File: config.mk
export PLATFORM = sky130hd
export DESIGN_NAME = uart_tx_arbiter
export DESIGN_NICKNAME = d
export VERILOG_FILES = /design/src/rtl/uart_tx_arbiter.sv
export SDC_FILE = /design/constraint.sdc
export NUM_CORES = 1
export LEC_CHECK = 0
export ABC_AREA = 1
export CORE_ASPECT_RATIO = 0.8
export CORE_UTILIZATION = 46
export CTS_BUF_LIST = sky130_fd_sc_hd__clkbuf_8 sky130_fd_sc_hd__clkbuf_16
export DETAILED_ROUTE_END_ITERATION = 7
export GPL_TIMING_DRIVEN = 0
export PLACE_DENSITY_LB_ADDON = 0.3
export SYNTH_ARGS = -nofsm -noshare
export SYNTH_HDL_FRONTEND = slang
export SYNTH_SLANG_ARGS = --single-unit
export TNS_END_PERCENT = 20
File: constraint.sdc
create_clock -name clk -period 2.8 [get_ports clk]
set_input_delay 0.56 -clock clk [delete_from_list [all_inputs] [get_ports clk]]
set_output_delay 0.56 -clock clk [all_outputs]
set_load 0.02 [all_outputs]
File: src/rtl/uart_tx_arbiter.sv
// uart_tx_arbiter: round-robin sharing of one UartTx among NUM_REQ byte
// requesters. Each granted byte is framed (start, data LSB-first, stop) and
// handed over through the tx_start/tx_busy/tx_done handshake, one frame at a time.
// Optional watchdog: define UART_ARB_WDOG_EN to build the START/WAIT_DONE
// timeout (WDOG_CYCLES) and the sticky wdog_err flag.
module uart_tx_arbiter #(
  parameter int unsigned NUM_REQ     = 4,
  parameter int unsigned DATA_BITS   = 8,
  parameter int unsigned FRAME_BITS  = DATA_BITS + 2,
  parameter int unsigned WDOG_CYCLES = 1_000_000
) (
  input  logic                         clk,
  input  logic                         rst,
  input  logic [NUM_REQ-1:0]           req_valid,
  input  logic [NUM_REQ*DATA_BITS-1:0] req_data,
  output logic [NUM_REQ-1:0]           req_ready,
  output logic [FRAME_BITS-1:0]        frame_data,
  output logic                         tx_start,
  input  logic                         tx_busy,
  input  logic                         tx_done,
  output logic [$clog2(NUM_REQ)-1:0]   grant_id,
  output logic                         arb_busy,
  output logic                         done_pulse,
  output logic                         wdog_err
);

  localparam int unsigned IDW = $clog2(NUM_REQ);

  typedef enum logic [1:0] {
    IDLE      = 2'd0,
    START     = 2'd1,
    WAIT_DONE = 2'd2
  } state_t;

  state_t                state_q, state_d;
  logic [IDW-1:0]        rr_q, rr_d;
  logic [IDW-1:0]        grant_q, grant_d;
  logic [FRAME_BITS-1:0] frame_q, frame_d;
  logic                  txs_q, txs_d;
  logic                  done_q, done_d;

  logic [IDW-1:0]        scan_idx;
  logic [IDW-1:0]        win;
  logic                  found;
  logic                  wdog_hit;
  logic [DATA_BITS-1:0]  req_bytes [NUM_REQ];
  logic [DATA_BITS-1:0]  win_data;
  logic [FRAME_BITS-1:0] win_frame;

  // Unpack the flat data bus and build the frame for the current winner
  for (genvar g = 0; g < NUM_REQ; g++) begin : g_bytes
    assign req_bytes[g] = req_data[g*DATA_BITS +: DATA_BITS];
  end

  assign win_data = req_bytes[win];

  // frame_data[FRAME_BITS-1] is shifted out first, so data[0] sits just below it
  assign win_frame[FRAME_BITS-1] = 1'b0;
  assign win_frame[0]            = 1'b1;
  for (genvar g = 0; g < DATA_BITS; g++) begin : g_frame
    assign win_frame[FRAME_BITS-2-g] = win_data[g];
  end

  // Round-robin search: first valid requester at or above rr_q, wrapping
  always_comb begin
    found    = 1'b0;
    win      = '0;
    scan_idx = '0;
    for (int unsigned k = 0; k < NUM_REQ; k++) begin
      scan_idx = IDW'((32'(rr_q) + k) % NUM_REQ);
      if (!found && req_valid[scan_idx]) begin
        found = 1'b1;
        win   = scan_idx;
      end
    end
  end

  // One-hot accept, only while idle and out of reset
  always_comb begin
    req_ready = '0;
    if (rst && (state_q == IDLE) && found) begin
      req_ready[win] = 1'b1;
    end
  end

  // Next-state and handshake sequencing
  always_comb begin
    state_d = state_q;
    rr_d    = rr_q;
    grant_d = grant_q;
    frame_d = frame_q;
    txs_d   = txs_q;
    done_d  = 1'b0;
    case (state_q)
      IDLE: begin
        if (found) begin
          frame_d = win_frame;
          grant_d = win;
          rr_d    = IDW'((32'(win) + 32'd1) % NUM_REQ);
          // hold off tx_start while UartTx is still finishing an earlier frame
          txs_d   = !tx_busy;
          state_d = START;
        end
      end
      START: begin
        if (!txs_q) begin
          if (!tx_busy) txs_d = 1'b1;
        end else if (tx_busy) begin
          txs_d = 1'b0;
          if (tx_done) begin
            done_d  = 1'b1;
            state_d = IDLE;
          end else begin
            state_d = WAIT_DONE;
          end
        end
      end
      WAIT_DONE: begin
        if (tx_done) begin
          done_d  = 1'b1;
          state_d = IDLE;
        end
      end
      default: state_d = IDLE;
    endcase
    if (wdog_hit) begin
      state_d = IDLE;
      txs_d   = 1'b0;
      done_d  = 1'b0;
    end
  end

  // State and output registers
  always_ff @(posedge clk) begin
    if (!rst) begin
      state_q <= IDLE;
      rr_q    <= '0;
      grant_q <= '0;
      frame_q <= '1;
      txs_q   <= 1'b0;
      done_q  <= 1'b0;
    end else begin
      state_q <= state_d;
      rr_q    <= rr_d;
      grant_q <= grant_d;
      frame_q <= frame_d;
      txs_q   <= txs_d;
      done_q  <= done_d;
    end
  end

`ifdef UART_ARB_WDOG_EN
  localparam int unsigned WCW = $clog2(WDOG_CYCLES + 1);

  logic [WCW-1:0] wcnt_q, wcnt_d;
  logic           wdog_q, wdog_d;

  assign wdog_hit = (state_q != IDLE) && (wcnt_q == WCW'(WDOG_CYCLES - 1));

  // Cycles spent outside IDLE; the error flag is sticky until reset
  always_comb begin
    wcnt_d = ((state_q == IDLE) || wdog_hit) ? '0 : wcnt_q + 1'b1;
    wdog_d = wdog_q | wdog_hit;
  end

  // Watchdog registers
  always_ff @(posedge clk) begin
    if (!rst) begin
      wcnt_q <= '0;
      wdog_q <= 1'b0;
    end else begin
      wcnt_q <= wcnt_d;
      wdog_q <= wdog_d;
    end
  end

  assign wdog_err = wdog_q;
`else
  assign wdog_hit = 1'b0;
  // WDOG_CYCLES only has meaning with the watchdog built; the term folds to 0
  assign wdog_err = 1'b0 && (WDOG_CYCLES != 0);
`endif

  assign frame_data = frame_q;
  assign tx_start   = txs_q;
  assign grant_id   = grant_q;
  assign arb_busy   = (state_q != IDLE);
  assign done_pulse = done_q;

endmodule

==> impl_metrics.csv <==
group,metric,value,unit
setup_path,crit_family,"simple AND/OR/NAND/NOR gates",
timing,drv_slew,0,
yosys,yosys_warnings,0,
route,drtIter0Drc,188,
setup_path,critPathRequiredTime,2.24,ns
timing,fin_skew,0.00354,ns
clock_network,clock_latency,0.25,ns
timing,setup_violations,0,
global_routing,grt_first_pass_wirelength,6.15,mm
clock_network,holdBufCountCts,0,
placement,post-place-ws,-0.614,ns
hold_path,hold_class,"reg2reg",
setup_path,worstSetupPathType,"reg2out",
route,vias,1715,
timing,setup_slack,0.0987,ns
timing,finalCritPeriodShare,0.965,
placement,io_buffers,57,
timing,post-route-min-period,2.70,ns
run,max-cap-violations,0,
power_and_ir_drop,leakage,1.15,nW
setup_path,worstReg2RegStart,"rr_q[1]",
global_routing,overflow,0,
timing,clock.fmax,0.370,GHz
finish,nets,353,
die,core.rowCount,17,
setup_path,end_kind,"output port",
yosys,synth-seq-cells,17,
die,num_io_pins,60,
clock_network,cts_buffer_depth,2,
die,die_area,3260,µm²
setup_path,path_cells,"inv_2 > nand2_1 > nand2_1 > nand2_1 > nand2_1 > nor2_4 > nand3_4 > nand2_4 > nand2_8 > inv_2 > nand2_1 > nor2_1 > buf_4",
power_and_ir_drop,ir_worst_vdd,0.780,mV
global_routing,grt_max_degree,11,
finish,drive_above_1_share,0.240,
finish,area_growth,61.2,%
clock_network,clock-sinks,17,
finish,diodes,0,
die,initial_utilization,0.496,
route,dr.pass1.iters,5,
yosys,ys_types,26,
yosys,seq_area_frac_synth,0.244,
clock_network,numCtsBuffers,3,
setup_path,startpoint_type,"register",
clock_network,clockRootBuffer,"clkbuf_8",
yosys,synthCells,236,
route,postRouteAntennaNets,0,
setup_path,path_buf_inv,3,
die,core-area,2810,µm²
global_routing,grt_pass1_vias,1528,
yosys,syn_area_per_cell,5.91,µm²
clock_network,cts_tree,"built",
global_routing,antenna_found_initial,0,
route,wl_per_cell,11.7,µm
yosys,syn_nets,280,
route,viasPerCell,4.96,
setup_path,cp.arrival,2.14,ns
die,die_x,63.5,µm
setup_path,slowest_delay,0.49,ns
timing,finalHoldViolations,0,
placement,dpl.hpwl,2.74,mm
timing,rsz0062_at_grt,"false",
status,status,"complete, no violations",
clock_network,cts.clk_slew.worst_paths,0.06,ns
clock_network,htreeDepth,1,
route,finalWirelength,4.04,mm
setup_path,crit_start,"rr_q[1]",
route,route.detailed.drc,0,
power_and_ir_drop,power_density,1270,nW/µm²
setup_path,crit_path_frequent_cell,"nand2_1",
yosys,netlist_area,1390,µm²
die,fp.dieH,51.2,µm
hold_path,hp-start,"frame_data[9]",
placement,place.gp.congestion,0.810,
setup_path,path_max_fanout,7,
setup_path,crit_slowest_cell,"dfxtp_1",
timing,whs,0.452,ns
global_routing,grt_use_total,0.237,
==> worst reg2reg max path, cell delays in order (launching register included) <==
cell,delay [ns]
dfxtp_1,0.49
inv_2,0.14
nand2_1,0.08
nand2_1,0.13
nand2_1,0.09
nand2_1,0.08
nor2_4,0.14
nand3_4,0.12
nand2_4,0.12
buf_4,0.16
buf_6,0.14
nand3_1,0.07
nand2_1,0.07
nand2_1,0.05
nand2_1,0.08
nand2_1,0.05
nand2_1,0.05
==> cells in the mapped netlist <==
cell type | n | area share
inv_2 | 4 | 0.011
buf_2 | 3 | 0.011
o2111a_1 | 1 | 0.0081
conb_1 | 2 | 0.0054
buf_6 | 4 | 0.032
a31oi_1 | 1 | 0.0045
nand2_4 | 2 | 0.016
ha_1 | 4 | 0.036
o211ai_1 | 1 | 0.0054
a211oi_1 | 1 | 0.0054
nor2_4 | 1 | 0.0081
a21oi_1 | 14 | 0.050
o21ai_0 | 4 | 0.014
dfxtp_1 | 17 | 0.24
nand4_1 | 2 | 0.0090
o21ai_2 | 1 | 0.0063
nand3_1 | 23 | 0.083
nand2_1 | 100 | 0.27
inv_1 | 18 | 0.048
nor2_1 | 9 | 0.024
buf_4 | 3 | 0.016
nand3_2 | 1 | 0.0072
clkbuf_1 | 1 | 0.0027
nand2_2 | 15 | 0.067
nor3_1 | 3 | 0.011
nor2_2 | 1 | 0.0045
==> flip-flops by register name, summed over array words and instances, names as in the netlist <==
register	count
frame_data	9
grant_id	2
rr_q	2
state_q	2
done_pulse	1
tx_start	1
==> report_power, final <==
part | switching, W | total (W) | leakage, nW | internal, W
sequential | 0.0000570 | 0.000395 | 0.141 | 0.000338
clock | 0.0000788 | 0.000177 | 0.0255 | 0.0000986
combinational | 0.00135 | 0.00229 | 0.980 | 0.000946
==> path summary, 6_finish.rpt <==
kind / end / slack (ns) / cells after the start
worst max-delay path: req_ready[1] / 0.1 / 13
worst min-delay path: frame_data[9] / 0.45 / 2
worst max register to register: frame_data[5] / 0.69 / 16
worst min register to register: frame_data[9] / 0.45 / 2
==> stage by stage <==
step / util / TNS, ns / area [µm²] / instances / total power [W]
2_1_floorplan: - / 0 / 1390 / 236 / 0.00177
3_3_place_gp: 0.717 / -2.13 / 2010 / 331 / 0.00226
3_5_place_dp: 0.717 / -2.28 / 2010 / 331 / 0.00229
4_1_cts: 0.744 / -0.111 / 2090 / 338 / 0.00255
5_1_grt: 0.800 / 0 / 2250 / 346 / 0.00311
6_report: 0.800 / 0 / 2250 / 346 / 0.00286
==> routing by layer <==
metal | track usage | share of wire
met4 | 0.0417 | 0.026
met2 | 0.436 | 0.50
met3 | 0.0714 | 0.061
met1 | 0.273 | 0.41
met5 | 0 | 0
==> logic make-up after synthesis <==
logic type,after synthesis,share of synthesized area
AOI/OAI and AO/OA,23,0.0943
adders and majority gates,4,0.0359
buffers and inverters,33,0.121
DFF,17,0.244
other,2,0.00539
and+or+nand+nor,157,0.499
==> layout by cell type (no fill, tap or decap), types with 6 or more instances in the layout <==
| cell type | n |
|---|---|
| a21oi_1 | 13 |
| buf_4 | 16 |
| buf_6 | 6 |
| clkdlybuf4s50_1 | 49 |
| dfxtp_1 | 17 |
| inv_1 | 14 |
| inv_2 | 8 |
| nand2_1 | 93 |
| nand2_2 | 21 |
| nand3_1 | 20 |
| nor2_1 | 6 |
==> area by class of cell <==
class / instances / area, µm²
buffer: 10 / 78.8
sequential: 17 / 340
timing repair buffer: 69 / 668
tap: 38 / 47.5
fill: 207 / 561
clock inverter: 1 / 5.00
multi-input combinational: 186 / 983
inverter: 22 / 82.6
clock buffer: 3 / 41.3
==> what timing repair did <==
| item | CTS | global route |
|---|---|---|
| endpoints found under the hold margin | 0 | 0 |
| buffers inserted | 3 | 9 |
| pin swaps | 5 | 14 |
| endpoints found under the setup margin | 4 | 4 |
| resized for setup | 25 | 31 |
Note: power is estimated with default switching activity, not from simulation.
